[config.mk]
export PLATFORM = sky130hd
export DESIGN_NAME = seq_det_moore_fsm
export DESIGN_NICKNAME = d
export VERILOG_FILES = /design/src/rtl/seq_det_pkg.sv /design/src/rtl/seq_det_moore_fsm.sv
export SDC_FILE = /design/constraint.sdc
export NUM_CORES = 1
export LEC_CHECK = 0
export ABC_AREA = 1
export BUFFER_PORTS_ARGS = -buffer_cell sky130_fd_sc_hd__buf_2
export CORE_AREA = 2 2 39 41
export CTS_CLUSTER_DIAMETER = 50
export DETAILED_ROUTE_END_ITERATION = 12
export DIE_AREA = 0 0 41 43
export PLACE_DENSITY = 0.3
export SLEW_MARGIN = 15
export SYNTH_ARGS = -nofsm -noshare
export SYNTH_HDL_FRONTEND = slang
export SYNTH_SLANG_ARGS = --single-unit
[constraint.sdc]
create_clock -name clock -period 0.8 [get_ports clock]
set_input_delay 0.08 -clock clock [delete_from_list [all_inputs] [get_ports clock]]
set_output_delay 0.08 -clock clock [all_outputs]
set_load 0.02 [all_outputs]
[src/rtl/seq_det_pkg.sv]
// rtl/seq_det_pkg.sv - shared state encoding for the 1011 sequence detector
//
// Purpose : state enumeration (3-bit encoding) and pattern constants used by
//           seq_det_moore_fsm.
// Ports   : none (package).
package seq_det_pkg;

  // Each state names the longest prefix of 1011 seen so far.
  typedef enum logic [2:0] {
    ZERO         = 3'd0,
    ONE          = 3'd1,
    ONE_ZERO     = 3'd2,
    ONE_ZERO_ONE = 3'd3,
    DETECT       = 3'd4
  } state_t;

  localparam int         PATTERN_LEN = 4;
  localparam logic [3:0] PATTERN     = 4'b1011;

endpackage

[src/rtl/seq_det_moore_fsm.sv]
// rtl/seq_det_moore_fsm.sv - Moore FSM detecting the serial pattern 1011
//
// Purpose : watches a serial bit stream and flags each occurrence of 1011
//           (first-received bit first) with a one-cycle pulse.
// Config  : SEQ_DET_OVERLAP_EN defined   -> overlapping detection
//           SEQ_DET_OVERLAP_EN undefined -> non-overlapping detection
// Ports   : clock        in  1  rising-edge clock
//           reset        in  1  synchronous active-high reset
//           sequence_in  in  1  serial data bit, sampled every rising edge
//           detector_out out 1  high while the FSM sits in DETECT
module seq_det_moore_fsm
  import seq_det_pkg::*;
(
  input  logic clock,
  input  logic reset,
  input  logic sequence_in,
  output logic detector_out
);

  state_t state;
  state_t next_state;

  always_ff @(posedge clock) begin
    if (reset) begin
      state <= ZERO;
    end else begin
      state <= next_state;
    end
  end

  always_comb begin
    next_state = ZERO;
    case (state)
      ZERO:         next_state = sequence_in ? ONE          : ZERO;
      ONE:          next_state = sequence_in ? ONE          : ONE_ZERO;
      ONE_ZERO:     next_state = sequence_in ? ONE_ZERO_ONE : ZERO;
      // A 0 after 101 still leaves "10" as a live prefix.
      ONE_ZERO_ONE: next_state = sequence_in ? DETECT       : ONE_ZERO;
`ifdef SEQ_DET_OVERLAP_EN
      // The trailing 1 of the match seeds the next one.
      DETECT:       next_state = sequence_in ? ONE          : ONE_ZERO;
`else
      // Matched bits are consumed; only the new bit counts.
      DETECT:       next_state = sequence_in ? ONE          : ZERO;
`endif
      // Unused encodings recover to ZERO.
      default:      next_state = ZERO;
    endcase
  end

  // Decoded from the registered state only, so no path from sequence_in.
  always_comb begin
    detector_out = (state == DETECT);
  end

endmodule

Word-level counts from Yosys, hierarchy flattened
Index checks and enable logic that the tools add are counted.

word-level totals
  register bits after elaboration = 3
  input bits = 3
  output and inout port bits = 1
  word-level logic and storage cells = 12

operators by class
  equal/unequal tests = 4
  multiplexer cells = 5
  reductions and logical operators = 2

operators with widths
  kind                                                             count
  3-bit one-hot mux with 4 select lines                            1
  3-bit by 2-bit == test with 1-bit output, second input constant  2
  2-bit two-way mux                                                2
  3-bit by 1-bit == test with 1-bit output, second input constant  1
  3-bit == test, second input constant                             1
  3-bit logical NOT                                                1
  3-bit two-way mux                                                1
  2-bit OR reduction                                               1
  1-bit two-way mux                                                1

Depth between registers and ports, before layout
  depth in word-level cells = 3
  gate-level depth with buffers = 4
  mapped depth without buffers = 4

Least setup slack after synthesis
Ideal clock, no wire load.

  kind = register to output
  from = reg state[0]
  to = out detector_out
  arrival = 0.697 ns
  required time = 0.720 ns
  path slack = 0.023 ns
  stages on the path, launching flop included = 4
  path buffers = 0
  cells stage by stage = dfxtp_1 -> inv_2 -> nand2_2 -> nor2_1

between the ends
  word-level cells in the longest chain between the ends = 1

RTL lines
  what                      line                     text
  start: declaration        seq_det_moore_fsm.sv:20  state_t state;
  start signal: assignment  seq_det_moore_fsm.sv:27  state <= next_state;
  3-bit == test             seq_det_moore_fsm.sv:53  detector_out = (state == DETECT);
  end: declaration          seq_det_moore_fsm.sv:17  output logic detector_out

Every way passes these cells.

Final worst setup path
  from = reg state[1]
  to = out detector_out

Same word-level chain as after synthesis.

==> results.txt <==
outcome: complete, but fails checks
failing checks: setup timing
Placer Congestion: 0.5729
count of final max-slew check failures: 0
final wirelength: 286 µm
max-cap viol count: 0
static leakage: 0.0001082 µW
vias per inst: 3.234
busiest grt layer: met3
first-pass GRT wire length: 517 µm
Slew headroom: 0.9220
fin util: 0.1591
sequential share of the synthesized area: 0.4138
clock latency on the worst-skew pair: 0.23 ns
placed standard-cell area: 180.2 µm²
CP max-delay cell: dfxtp_2
CP bufs+invs: 2
CTS root buf: clkbuf_4
CTS tree: yes
crit-path leading delay family: flip-flops
PnR Total Power: 461.3 µW
number of gates on the worst path with buffers counted: 4
met3 GRT Util: 0.06283
Biggest register: state
share of layout cells above drive strength 1: 0.4839
Fin. Hold Viols: 0
Max FO, Critical Path: 3
Design Area, Final: 220.2 µm²
Initial Util: 0.1049
number of fillers in the final layout: 162
Mapped Avg Cell Area: 6.310 µm²
ANT nets after route: 0
Hold Crit Class: input port to flip-flop
Num CTS Buffers: 3
chip width: 41 µm
Die ar.: 0.001763 mm²
Synth Register Bits: 3
pre-CTS WS: 0.05835 ns
gr usage total: 0.05321
Hold Path Depth: 4
crit start category: flip-flop
Setup CP Type: flip-flop to output port
crit-path cells: inv_2 -> nand2_2 -> nor2_1 -> buf_4
post-synth net total: 26
Ports: 4
Port Buffer Count: 3
DRC Markers: 0
TNS Setup: -0.1444 ns
die height: 43 µm
GRT overflow: 0
met2 GRT Util: 0.05313
CP Data Arrival Time: 0.86 ns
Largest register FFs: 3
fin crit share: 1.180
via count: 152
Area Overhead vs Synth: 51.72%
worst setup margin: -0.1444 ns
drt wl/cell: 6.085 µm
Setup crit end kind: output port
hold_buf cts: 0
GR Layer Usage met1: 0.04823
worst-margin pin slew: 0.1164 ns
Req. time, crit path: 0.72 ns
vias in the first global route: 145
Setup Skew: 0.0004348 ns
area of the core: 0.001384 mm²
antenna violations before repair: 0
Distinct cells, synth: 8
cell area power density: 2095 mW/mm²
R2R depth: 4
nets: 35
Mapped Cells: 23
post-route minimum period: 0.9444 ns
DRT Pass-1 Iters: 4
biggest regs: state: 3 flops
mapped cell area: 145.1 µm²
highest clock rate: 1059 MHz
row cnt: 14
peak supply drop: 432.6 µV
H-tree Lvls: 1
largest net degree at the start of global routing: 4
DR iter-0 viols: 2
clock sinks: 3
ANT cells: 0
# setup viols final: 1
clock slew at reported path FFs: 0.04 ns
synth warn: 0
RSZ-0062 raised after global routing: true
max incr delay on CP: 0.32 ns
CTS max path bufs: 2
metal layers:
| layer | vias up | wire (µm) |
|---|---|---|
| li1 | 82 | - |
| met4 | 0 | 0 |
| met3 | 0 | 29 |
| met1 | 67 | 123 |
| met5 | - | 0 |
| met2 | 3 | 133 |
timing repair:
item                       CTS  global route
resized for setup            4             2
hold endpoints to repair     0             0
setup endpoints to repair    1             2
pin swaps                    2             2
buffers inserted             1             0
where the power goes:
group / switching, µW / internal, µW / total, µW
sequential: 4.07 / 157 / 161
combinational: 21.3 / 17.2 / 38.4
clock: 75.1 / 187 / 262
cells by family (layout without fill, tap and decap cells):
group                  after synthesis  count (layout)  synth area share
DFF                                  3               3            0.4138
and+or+nand+nor                     15              15            0.4569
buffers and inverters                5              13            0.1293
through the flow:
stage / cells / hold WS (ns)
after floorplan: 23 / 0.2187
after global placement: 42 / 0.3574
after detailed placement: 42 / 0.3498
after CTS: 47 / 0.09440
after global routing: 47 / 0.1198
final: 47 / 0.1073
worst register-to-register path: cells and delay by family, from the launching register on:
kind	cells	cell delay, ns
buffers and inverters	1	0.13
DFF	1	0.31
and+or+nand+nor	3	0.23
synthesized netlist by cell type:
master   instances  area [µm²]
nand2_1          6       22.52
nor2_1           6       22.52
inv_1            4       15.01
dfxtp_1          3       60.06
inv_2            1       3.750
nand2_2          1       6.260
nand3_1          1       5.000
nor3_2           1       10.01
cell type report:
| class | count | area, µm² | share of cell area |
|---|---|---|---|
| Clock buffer | 4 | 26.28 | 0.1193 |
| Inverter | 5 | 18.77 | 0.08523 |
| Multi-Input combinational cell | 15 | 66.31 | 0.3011 |
| Sequential cell | 3 | 63.81 | 0.2898 |
| Tap cell | 16 | 20.02 | 0.09091 |
| Timing Repair Buffer | 4 | 25.02 | 0.1136 |
worst paths after layout:
kind / from / end / slack, ns
max reg2reg: state[0]$_SDFF_PP0_ / state[0]$_SDFF_PP0_ / 0.06
min reg2reg: state[1]$_SDFF_PP0_ / state[2]$_SDFF_PP0_ / 0.50
max: state[1]$_SDFF_PP0_ / detector_out / -0.14
min: reset / state[1]$_SDFF_PP0_ / 0.11
cells in the final DEF (no fill, tap or decap), drive strengths merged:
cell type | netlist | layout
nor3 | 1 | 1
inv | 5 | 5
buf | 0 | 4
clkbuf | 0 | 4
nor2 | 6 | 6
dfxtp | 3 | 3
nand3 | 1 | 1
nand2 | 7 | 7
Note: power is estimated with default switching activity, not from simulation.
